**src/rtl/arrow_scroller_pkg.sv**
```systemverilog
// Shared constants and types for the arrow scroller: lane codes, judgement
// indicator codes, array geometry and the game FSM state encoding.
package arrow_scroller_pkg;

    localparam int NUM_STATES  = 26;
    localparam int CODE_W      = 3;
    localparam int NUM_BUTTONS = 5;
    localparam int IND_W       = 2;

    // Lane codes carried by the chart ROM and by every arrow_array slot.
    localparam logic [CODE_W-1:0] CODE_NONE  = 3'b000;
    localparam logic [CODE_W-1:0] CODE_UP    = 3'b001;
    localparam logic [CODE_W-1:0] CODE_LEFT  = 3'b010;
    localparam logic [CODE_W-1:0] CODE_DOWN  = 3'b011;
    localparam logic [CODE_W-1:0] CODE_RIGHT = 3'b100;
    localparam logic [CODE_W-1:0] CODE_BOLT  = 3'b110;
    localparam logic [CODE_W-1:0] CODE_END   = 3'b111;

    // Judgement indicator codes rendered by the pixel indexer.
    localparam logic [IND_W-1:0] IND_NONE      = 2'b00;
    localparam logic [IND_W-1:0] IND_BAD       = 2'b01;
    localparam logic [IND_W-1:0] IND_GOOD      = 2'b10;
    localparam logic [IND_W-1:0] IND_EXCELLENT = 2'b11;

    typedef enum logic [1:0] {
        ST_IDLE,
        ST_PLAY,
        ST_DRAIN,
        ST_DONE
    } state_t;

    // Button vector is {right,down,up,left,bolt}; map a bit index to its lane.
    function automatic logic [CODE_W-1:0] button_lane(input int idx);
        case (idx)
            0:       return CODE_BOLT;
            1:       return CODE_LEFT;
            2:       return CODE_UP;
            3:       return CODE_DOWN;
            4:       return CODE_RIGHT;
            default: return CODE_NONE;
        endcase
    endfunction

endpackage

```
**src/rtl/arrow_scroller_lane_judge.sv**
```systemverilog
// Per-player judge: detects button presses, picks the lowest-index press,
// scores it against the two front slots, tracks which of those slots this
// player already hit, flags misses and holds the indicator for a few frames.
module arrow_scroller_lane_judge
    import arrow_scroller_pkg::*;
#(
    parameter int INDICATOR_HOLD = 30
) (
    input  logic                   clock,
    input  logic                   reset,
    input  logic                   i_active,
    input  logic                   i_clear,
    input  logic                   i_step,
    input  logic                   i_frame_tick,
    input  logic [NUM_BUTTONS-1:0] i_buttons,
    input  logic [CODE_W-1:0]      i_slot0,
    input  logic [CODE_W-1:0]      i_slot1,
    output logic [IND_W-1:0]       o_indicator
);

    localparam int HOLD_W = $clog2(INDICATOR_HOLD + 1);

    logic [NUM_BUTTONS-1:0] r_prev;
    logic                   r_hit0;
    logic                   r_hit1;
    logic [IND_W-1:0]       r_indicator;
    logic [HOLD_W-1:0]      r_hold;

    logic [NUM_BUTTONS-1:0] w_edges;
    logic                   w_press;
    logic [CODE_W-1:0]      w_lane;
    logic                   w_judge_valid;
    logic [IND_W-1:0]       w_judge_code;
    logic                   w_hit0_next;
    logic                   w_hit1_next;

    assign w_edges     = i_buttons & ~r_prev;
    assign o_indicator = r_indicator;

    // Pick the lowest-index rising edge; scanning downward lets it win last.
    always_comb begin
        // NOTE: every combinational output gets a default first so no path
        // leaves it unassigned, which would otherwise infer a latch.
        w_press = 1'b0;
        w_lane  = CODE_NONE;
        for (int b = NUM_BUTTONS - 1; b >= 0; b--) begin
            if (w_edges[b]) begin
                w_press = 1'b1;
                w_lane  = button_lane(b);
            end
        end
    end

    // Score a press against the pre-shift slots; a press outranks a miss.
    always_comb begin
        w_judge_valid = 1'b0;
        w_judge_code  = IND_NONE;
        w_hit0_next   = r_hit0;
        w_hit1_next   = r_hit1;
        if (i_active && w_press) begin
            w_judge_valid = 1'b1;
            if (i_slot0 == w_lane && !r_hit0) begin
                w_judge_code = IND_EXCELLENT;
                w_hit0_next  = 1'b1;
            end else if (i_slot1 == w_lane && !r_hit1) begin
                w_judge_code = IND_GOOD;
                w_hit1_next  = 1'b1;
            end else begin
                w_judge_code = IND_BAD;
            end
        end else if (i_active && i_step && i_slot0 != CODE_NONE && !r_hit0) begin
            w_judge_valid = 1'b1;
            w_judge_code  = IND_BAD;
        end
    end

    // Previous button sample for edge detection.
    always_ff @(posedge clock) begin
        // NOTE: state registers use non-blocking assignment so every flop
        // samples pre-edge values regardless of statement order.
        if (reset) r_prev <= '0;
        else       r_prev <= i_buttons;
    end

    // Hit mask follows the array: on a step slot1's flag moves to slot0.
    always_ff @(posedge clock) begin
        if (reset || i_clear) begin
            r_hit0 <= 1'b0;
            r_hit1 <= 1'b0;
        end else if (i_step) begin
            r_hit0 <= w_hit1_next;
            r_hit1 <= 1'b0;
        end else begin
            r_hit0 <= w_hit0_next;
            r_hit1 <= w_hit1_next;
        end
    end

    // Indicator with frame-based hold timer; blank outside active play.
    always_ff @(posedge clock) begin
        if (reset || !i_active) begin
            r_indicator <= IND_NONE;
            r_hold      <= '0;
        end else if (w_judge_valid) begin
            r_indicator <= w_judge_code;
            r_hold      <= HOLD_W'(INDICATOR_HOLD);
        end else if (i_frame_tick && r_hold != '0) begin
            r_hold <= r_hold - 1'b1;
            if (r_hold == HOLD_W'(1)) r_indicator <= IND_NONE;
        end
    end

endmodule

```
**src/rtl/arrow_scroller.sv**
```systemverilog
// Game-state stage ahead of the VGA pixel indexer: song FSM, frame divider,
// chart ROM addressing, the scrolling arrow array and two player judges.
module arrow_scroller
    import arrow_scroller_pkg::*;
#(
    parameter int FRAMES_PER_STEP = 4,
    parameter int CHART_ADDR_W    = 8,
    parameter int INDICATOR_HOLD  = 30
) (
    input  logic                         clock,
    input  logic                         reset,
    input  logic                         frame_tick,
    input  logic                         start,
    output logic [CHART_ADDR_W-1:0]      chart_addr,
    input  logic [CODE_W-1:0]            chart_data,
    input  logic [NUM_BUTTONS-1:0]       p1_buttons,
    input  logic [NUM_BUTTONS-1:0]       p2_buttons,
    output logic [NUM_STATES*CODE_W-1:0] arrow_array,
    output logic [IND_W-1:0]             p1_indicator,
    output logic [IND_W-1:0]             p2_indicator,
    output logic                         song_done
);

    localparam int FC_W = (FRAMES_PER_STEP > 1) ? $clog2(FRAMES_PER_STEP) : 1;
    localparam int DC_W = $clog2(NUM_STATES);
    localparam int AW   = NUM_STATES * CODE_W;

    state_t                  r_state;
    state_t                  w_next_state;
    logic [FC_W-1:0]         r_frame_cnt;
    logic [DC_W-1:0]         r_drain_cnt;
    logic [CHART_ADDR_W-1:0] r_chart_addr;
    logic [AW-1:0]           r_array;

    logic                    w_active;
    logic                    w_step;
    logic                    w_start_song;
    logic                    w_end_code;
    logic                    w_drain_last;
    logic [CODE_W-1:0]       w_new_top;

    assign w_active     = (r_state == ST_PLAY) || (r_state == ST_DRAIN);
    assign w_step       = w_active && frame_tick
                          && (r_frame_cnt == FC_W'(FRAMES_PER_STEP - 1));
    assign w_start_song = start && ((r_state == ST_IDLE) || (r_state == ST_DONE));
    assign w_end_code   = (chart_data == CODE_END);
    assign w_drain_last = (r_drain_cnt == DC_W'(NUM_STATES - 1));
    // The end marker is never stored; draining feeds blanks.
    assign w_new_top    = (r_state == ST_PLAY && !w_end_code) ? chart_data : CODE_NONE;

    assign chart_addr  = r_chart_addr;
    assign arrow_array = r_array;
    assign song_done   = (r_state == ST_DONE);

    // Song FSM state register.
    always_ff @(posedge clock) begin
        if (reset) r_state <= ST_IDLE;
        else       r_state <= w_next_state;
    end

    // Song FSM next-state logic; start only matters in IDLE and DONE.
    always_comb begin
        w_next_state = r_state;
        case (r_state)
            ST_IDLE,
            ST_DONE:  if (start) w_next_state = ST_PLAY;
            ST_PLAY:  if (w_step && w_end_code) w_next_state = ST_DRAIN;
            ST_DRAIN: if (w_step && w_drain_last) w_next_state = ST_DONE;
            default:  w_next_state = ST_IDLE;
        endcase
    end

    // Frame divider: one scroll step every FRAMES_PER_STEP frame ticks.
    always_ff @(posedge clock) begin
        if (reset || !w_active) begin
            r_frame_cnt <= '0;
        end else if (frame_tick) begin
            if (r_frame_cnt == FC_W'(FRAMES_PER_STEP - 1)) r_frame_cnt <= '0;
            else                                           r_frame_cnt <= r_frame_cnt + 1'b1;
        end
    end

    // Count drain steps until the last chart arrow has left slot 0.
    always_ff @(posedge clock) begin
        if (reset || r_state != ST_DRAIN) r_drain_cnt <= '0;
        else if (w_step)                  r_drain_cnt <= r_drain_cnt + 1'b1;
    end

    // Chart ROM address advances once per step while reading the chart.
    always_ff @(posedge clock) begin
        if (reset || w_start_song)          r_chart_addr <= '0;
        else if (w_step && r_state == ST_PLAY) r_chart_addr <= r_chart_addr + 1'b1;
    end

    // Scrolling array: slot i takes slot i+1, the top slot takes the new code.
    always_ff @(posedge clock) begin
        // NOTE: the array is plain flops shifted in parallel, not a RAM, so it
        // is reset like any other state; the renderer must see blanks.
        if (reset || w_start_song) r_array <= '0;
        else if (w_step)           r_array <= {w_new_top, r_array[AW-1:CODE_W]};
    end

    arrow_scroller_lane_judge #(.INDICATOR_HOLD(INDICATOR_HOLD)) u_judge_p1 (
        .clock        (clock),
        .reset        (reset),
        .i_active     (w_active),
        .i_clear      (w_start_song),
        .i_step       (w_step),
        .i_frame_tick (frame_tick),
        .i_buttons    (p1_buttons),
        .i_slot0      (r_array[CODE_W-1:0]),
        .i_slot1      (r_array[2*CODE_W-1:CODE_W]),
        .o_indicator  (p1_indicator)
    );

    arrow_scroller_lane_judge #(.INDICATOR_HOLD(INDICATOR_HOLD)) u_judge_p2 (
        .clock        (clock),
        .reset        (reset),
        .i_active     (w_active),
        .i_clear      (w_start_song),
        .i_step       (w_step),
        .i_frame_tick (frame_tick),
        .i_buttons    (p2_buttons),
        .i_slot0      (r_array[CODE_W-1:0]),
        .i_slot1      (r_array[2*CODE_W-1:CODE_W]),
        .o_indicator  (p2_indicator)
    );

endmodule
```
**config.mk**
```make
export PLATFORM = sky130hd
export DESIGN_NAME = arrow_scroller
export DESIGN_NICKNAME = d
export VERILOG_FILES = /design/src/rtl/arrow_scroller_pkg.sv /design/src/rtl/arrow_scroller_lane_judge.sv /design/src/rtl/arrow_scroller.sv
export SDC_FILE = /design/constraint.sdc
export NUM_CORES = 1
export LEC_CHECK = 0
export BUFFER_PORTS_ARGS = -buffer_cell sky130_fd_sc_hd__buf_4
export CAP_MARGIN = 0
export CORE_AREA = 2 2 78 155
export DETAILED_ROUTE_END_ITERATION = 10
export DIE_AREA = 0 0 80 157
export GPL_TIMING_DRIVEN = 0
export PLACE_DENSITY = 0.69
export SETUP_SLACK_MARGIN = 0.4
export SLEW_MARGIN = 5
export SYNTH_ARGS = -nofsm -noshare
export SYNTH_HDL_FRONTEND = slang
export SYNTH_SLANG_ARGS = --single-unit
```
**constraint.sdc**
```tcl
create_clock -name clock -period 7.1 [get_ports clock]
set_clock_uncertainty 0.2 [all_clocks]
set_input_delay 1.775 -clock clock [delete_from_list [all_inputs] [get_ports clock]]
set_output_delay 1.775 -clock clock [all_outputs]
set_load 0.01 [all_outputs]
```
==> results of run 1 <==
-- cell usage in the layout (no fill, tap or decap), types with 4 or more instances in the layout --
master     Yosys  routed
a21oi_1       95      95
and3_1         5       5
buf_1          4       4
buf_2          4       4
buf_4          0     106
clkbuf_1      27      27
clkbuf_16      0      17
clkinv_4       0       4
dfxtp_1      123     123
ha_1          12      12
inv_1         14      14
nand2_1      165     165
nand2b_1       6       6
nand3_1        8       8
nand4_1        9       9
nor2_1        39      39
nor2b_1       19      19
nor4_1         5       5
o21a_1         4       4
o21ai_0       11      11
or2_2          4       4
xnor2_1       10      10
xor2_1        10      10
-- worst max-delay path: stages --
cell and delay (ps):
buf_2 170, nand3b_1 100, clkbuf_1 360, clkbuf_1 440, clkbuf_1 430, nand2_1 120, a21oi_1 160
-- how the worst min path moves through the flow --
stage / from / endpoint
final: arrow_array[31] / arrow_array[28]
after global routing: arrow_array[31] / arrow_array[28]
after CTS: u_judge_p2.r_hit1 / u_judge_p2.o_indicator[0]
after detailed placement: u_judge_p2.r_hit1 / u_judge_p2.o_indicator[0]
after global placement: arrow_array[74] / arrow_array[71]
after floorplan: u_judge_p2.r_hit1 / u_judge_p2.o_indicator[0]
-- layer usage --
metal	GRT usage, %	vias up	part of all wire, %
li1	-	2311	-
met2	42.6	119	57
met5	0	-	0
met3	5.68	20	5.6
met1	20.8	2208	35
met4	8.72	0	1.7
-- sequential cells by signal, summed over array words and instances (netlist names) --
| signal | cells |
|---|---|
| arrow_array | 78 |
| chart_addr | 8 |
| r_drain_cnt | 5 |
| r_frame_cnt | 2 |
| r_state | 2 |
| u_judge_p1.o_indicator | 2 |
| u_judge_p1.r_hit0 | 1 |
| u_judge_p1.r_hit1 | 1 |
| u_judge_p1.r_hold | 5 |
| u_judge_p1.r_prev | 5 |
| u_judge_p2.o_indicator | 2 |
| u_judge_p2.r_hit0 | 1 |
| u_judge_p2.r_hit1 | 1 |
| u_judge_p2.r_hold | 5 |
| u_judge_p2.r_prev | 5 |
-- cell type report --
type,instances,area share [%]
sequential,123,37.4
multi-input combinational,443,35.7
timing repair buffer,106,12.1
clock buffer,18,6.67
tap,142,2.70
clock inverter,13,2.55
buffer,35,2.07
inverter,14,0.798
-- kinds of logic (layout without fill, tap and decap cells) --
| family | Yosys count | after routing |
|---|---|---|
| AND/OR/NAND/NOR | 278 | 278 |
| AO/OA/AOI/OAI | 131 | 131 |
| flip-flops | 123 | 123 |
| buffers and inverters | 49 | 186 |
| XOR/XNOR | 20 | 20 |
| adder cells (fa/ha/maj) | 12 | 12 |
| multiplexers | 2 | 2 |
-- through the flow --
step | hold slack (ps) | setup WS, ps | utilization (%)
after floorplan | 241 | 3720 | -
after global placement | 254 | 3270 | 52.9
after detailed placement | 251 | 3230 | 52.9
after CTS | 271 | 3660 | 58.3
after global routing | 287 | 3470 | 58.3
final | 270 | 3680 | 58.3
-- where the power goes --
part | total, W | switching, W | internal [W]
combinational | 0.000337 | 0.000218 | 0.000119
sequential | 0.000758 | 0.0000315 | 0.000726
clock | 0.000881 | 0.000319 | 0.000561
==> out/qor.yml, run 1 <==
clkSinkCount: 123
wl_um: 13300
synth_most_common_cell: "nand2_1"
grt_usage_pct: 21.8
hp-class: "reg -> reg"
slew_viol_final: 0
p_total_w: 0.00198
async_reset_ff_share_pct: 0
core_um2: 11300
routedWlPerCell_um: 14.9
synth_top_cell_by_area: "dfxtp_1"
synthSimpleGateAreaFrac_pct: 25.2
antenna_found_initial: 0
io_buffers: 106
cts_buffers: 17
die_area_um2: 12600
final_cells: 894
worstSetupStartpointType: "input port"
tightestPinTransition_ps: 915
dp.final_hpwl_um: 9980
synth_compound_area_share_pct: 14.9
synth_top_family_by_area: "simple AND/OR/NAND/NOR gates"
dr.pass1.iters: 5
syn_area_um2: 5000
drive_above_1_share_pct: 20.1
diodes: 0
yosysWarningCount: 0
die_h_um: 157
synthCells: 615
clkSlewWorstSetupHoldPaths_ps: 60
num_rows: 55
ys_types: 45
hold_viol_final: 0
synth-edff-count: 0
drt-initial-drc-count: 163
synthMuxAreaShare_pct: 0.400
fillers: 1048
ir_drop_v: 0.000227
finalWorstPathRequiredPeriod_ps: 3420
die_w_um: 80
yosys_register_bits: 123
p_leak_nw: 2.56
cts_hold_buf: 0
syn_area_per_cell_um2: 8.13
end_kind: "register"
drv_cap: 0
r2r_start: "r_state[0]"
cts_tree: "done"
synth-xor-area-share_pct: 3.50
rrSetupSlack_ps: 4250
rr_worst_depth: 9
max_slew_margin_pct: 38.2
mappedNetlistNets: 644
grt_pass1_wl_um: 21500
worstPathArrival_ps: 3570
status: "finished, final reports clean"
synth_area_leaders: "dfxtp_1, nand2_1, a21oi_1"
design_area_um2: 6580
cts_resized: 0
multi_input_area_um2: 2350
whs_path_depth: 2
fin_crit_sh_pct: 48.2
setup-tns-final_ps: 0
power_density_nw_per_um2: 300
register_area_um2: 2460
setup_viol: 0
rr_endpoint: "arrow_array[48]"
drc: 0
clock_latency_ps: 410
synth_fa_ha_area_share_pct: 3.00
antenna_left: 0
clock_path_buffers: 2
required_ps: 7240
postCtsSetupRepairBufs: 0
cts-root-buf: "clkbuf_16"
crit_end: "arrow_array[48]"
area_growth_syn_to_layout_pct: 31.6
vias: 4658
max_freq_ghz: 0.292
dpl_cell_area_um2: 5980
io_pins: 108
gr-total-overflow: 0
crit_type: "in -> reg"
synth_common_cells: "nand2_1, dfxtp_1, a21oi_1, nor2_1, clkbuf_1"
start_util_pct: 44.3
routed_via_density: 5.21
grt_pass1_vias: 4704
nets: 769
cp_max_fo: 10
ys.flop_type: "dfxtp_1"
crit_start: "frame_tick"
grt_setup_unrepaired: "false"
dp_cells: 863
netlist.area_leader.share_pct: 49.2
gp_congestion: 0.828
htreeDepth: 4
grt_start_max_net_pins: 17
ys_seq_area_share_pct: 49.2
Power figures use the tool's default switching activity.
==> inputs of run 2 (changes only) <==
PLACE_DENSITY = 0.71   (was 0.69)
clock period = 2.8 ns   (was 7.1 ns; I/O delays follow)
==> run 2 against run 1 <==
Sequential power rose to 2.5 times the previous value; flip-flop and latch count did not move; count of clock-buffer cells in the layout fell by 1; routed wire length rose by 0.57%; register-to-register slack got worse by 3800 ps; die area did not move; worst setup slack got worse by 3200 ps; clock power rose to 2.6 times the previous value; first-iteration DRC count fell by 13%; hold slack got worse by 6.5 ps; largest cell class unchanged; largest power group unchanged; highest routed layer unchanged.
==> out/qor.yml, run 2 (synthesized netlist as in run 1, its figures left out) <==
final_common_cell: "nand2_1"
largest_register_ff_count: 78
die_h_um: 157
power_frac_clock_pct: 44.4
hold_viol_final: 0
start_util_pct: 44.3
hp-class: "reg -> reg"
routed.top_layer: "met4"
setup_viol: 0
max_slew_margin_pct: 50.6
diodes: 0
cpPeakStageDelay_ps: 450
num_rows: 55
crit_family: "compound AO/OA/AOI/OAI gates"
drc: 0
wirelength_met1_um: 4870
drt-initial-drc-count: 141
crit_type: "reg -> reg"
cts-root-buf: "clkbuf_16"
worstPathArrival_ps: 2480
dp.final_hpwl_um: 9770
wl_met2_um: 7210
p_leak_nw: 2.64
nets: 774
clkSinkCount: 123
comb_power_share_pct: 18.1
status: "finished, final reports clean"
seq_power_share_pct: 37.6
area_growth_syn_to_layout_pct: 33.6
io_pins: 108
cts_tree: "done"
grt_usage_pct: 21.7
power_density_nw_per_um2: 767
max_freq_ghz: 0.423
grt_pass1_vias: 4664
antenna_left: 0
final_util_pct: 59.2
ir_drop_v: 0.000532
clkSlewWorstSetupHoldPaths_ps: 60
fin_crit_sh_pct: 84.4
wl_met3_um: 724
critPathSlowestCell: "a311oi_1"
grt_setup_unrepaired: "true"
routed_via_density: 5.28
dr.pass1.iters: 4
cts_hold_buf: 0
die_w_um: 80
cp_num_buf_inv: 3
antenna_found_initial: 0
gp_congestion: 0.868
p_switching_w: 0.00150
cts_buffers: 17
drive_above_1_share_pct: 23.4
clock_path_buffers: 2
cp_max_fo: 7
vias: 4751
grt_pass1_wl_um: 21500
core_um2: 11300
die_area_um2: 12600
clock_latency_ps: 410
swShare_pct: 29.3
htreeDepth: 4
worstSetupStartpointType: "register"
end_kind: "register"
mostFrequentLayoutCells: "nand2_1, dfxtp_1, buf_4"
slew_viol_final: 0
drv_cap: 0
routedWlPerCell_um: 14.9
grt_start_max_net_pins: 17
p_int_w: 0.00362
io_buffers: 106
setup-tns-final_ps: 0
gr-total-overflow: 0
finalWorstPathRequiredPeriod_ps: 2360
tightestPinTransition_ps: 731
design_area_um2: 6690
required_ps: 2920
wl_um: 13400
dpl_cell_area_um2: 5980
path_cells: "inv_1, ha_1, buf_6, inv_1, o21ai_0, a311oi_1, o21ai_0, a311oi_1"
==> run 2: cell count changes in the layout (fill, tap and decap cells not counted), moves of 2 or more <==
cell / previous run / this run
buf_1: 4 / 0
buf_2: 4 / 6
buf_4: 106 / 110
buf_6: 0 / 3
clkbuf_1: 27 / 19
clkbuf_2: 0 / 8
inv_6: 2 / 4
nor2_1: 39 / 37
nor2_2: 0 / 2
o21ai_0: 11 / 9
==> run 2: worst reg2reg max path: stages (launching register included) <==
cell,delay (ps)
dfxtp_4,350
inv_1,40
ha_1,280
buf_6,140
inv_1,120
o21ai_0,110
a311oi_1,450
o21ai_0,280
a311oi_1,300
==> run 2: what timing repair did <==
item / CTS / global route
cloned: 0 / 1
gates resized for setup: 21 / 8
pin swaps: 0 / 1
buffers inserted: 0 / 4
endpoints found under the setup margin: 85 / 52
==> run 2: worst paths after layout <==
check | startpoint | slack, ps | end | depth (start not counted)
worst max register to register | r_state[0] | 440 | u_judge_p2.r_hit0 | 8
worst min register to register | arrow_array[27] | 260 | arrow_array[24] | 2
worst max-delay path | r_state[0] | 440 | u_judge_p2.r_hit0 | 8
worst min-delay path | arrow_array[27] | 260 | arrow_array[24] | 2
==> run 2: area by class of cell <==
| class | count | area (um2) |
|---|---|---|
| inverters | 14 | 52.6 |
| plain buffers | 35 | 170 |
| clock inverters | 15 | 189 |
| fillers | 1051 | 4600 |
| flip-flops and latches | 123 | 2470 |
| multi-input cells | 443 | 2370 |
| repair buffers | 111 | 831 |
| clock buffers | 17 | 425 |
| well taps | 142 | 178 |
==> run 2: power groups by stage <==
| stage | Combinational, W | Sequential, W | Clock [W] |
|---|---|---|---|
| 3_3_place_gp | 0.000809 | 0.00195 | 0 |
| 3_5_place_dp | 0.000844 | 0.00195 | 0 |
| 4_1_cts | 0.000870 | 0.00192 | 0.00230 |
| 2_1_floorplan | 0.000613 | 0.00194 | 0 |
| 6_report | 0.000927 | 0.00192 | 0.00227 |
| 5_1_grt | 0.00103 | 0.00193 | 0.00238 |
==> run 2: per-layer routing <==
metal	global-route usage, %	vias to the layer above
met5	0	-
met4	11.1	0
met3	7.11	42
met2	39.6	148
met1	21.1	2231
li1	-	2330
==> run 2: per-stage QoR <==
step | setup WS, ps | hold WS (ps) | total power, W | cells
finish | 437 | 263 | 0.00512 | 900
global route | 380 | 284 | 0.00535 | 900
CTS | 402 | 267 | 0.00509 | 895
detailed placement | -34.0 | 263 | 0.00280 | 863
global placement | 19.0 | 254 | 0.00276 | 863
floorplan | 496 | 241 | 0.00255 | 615
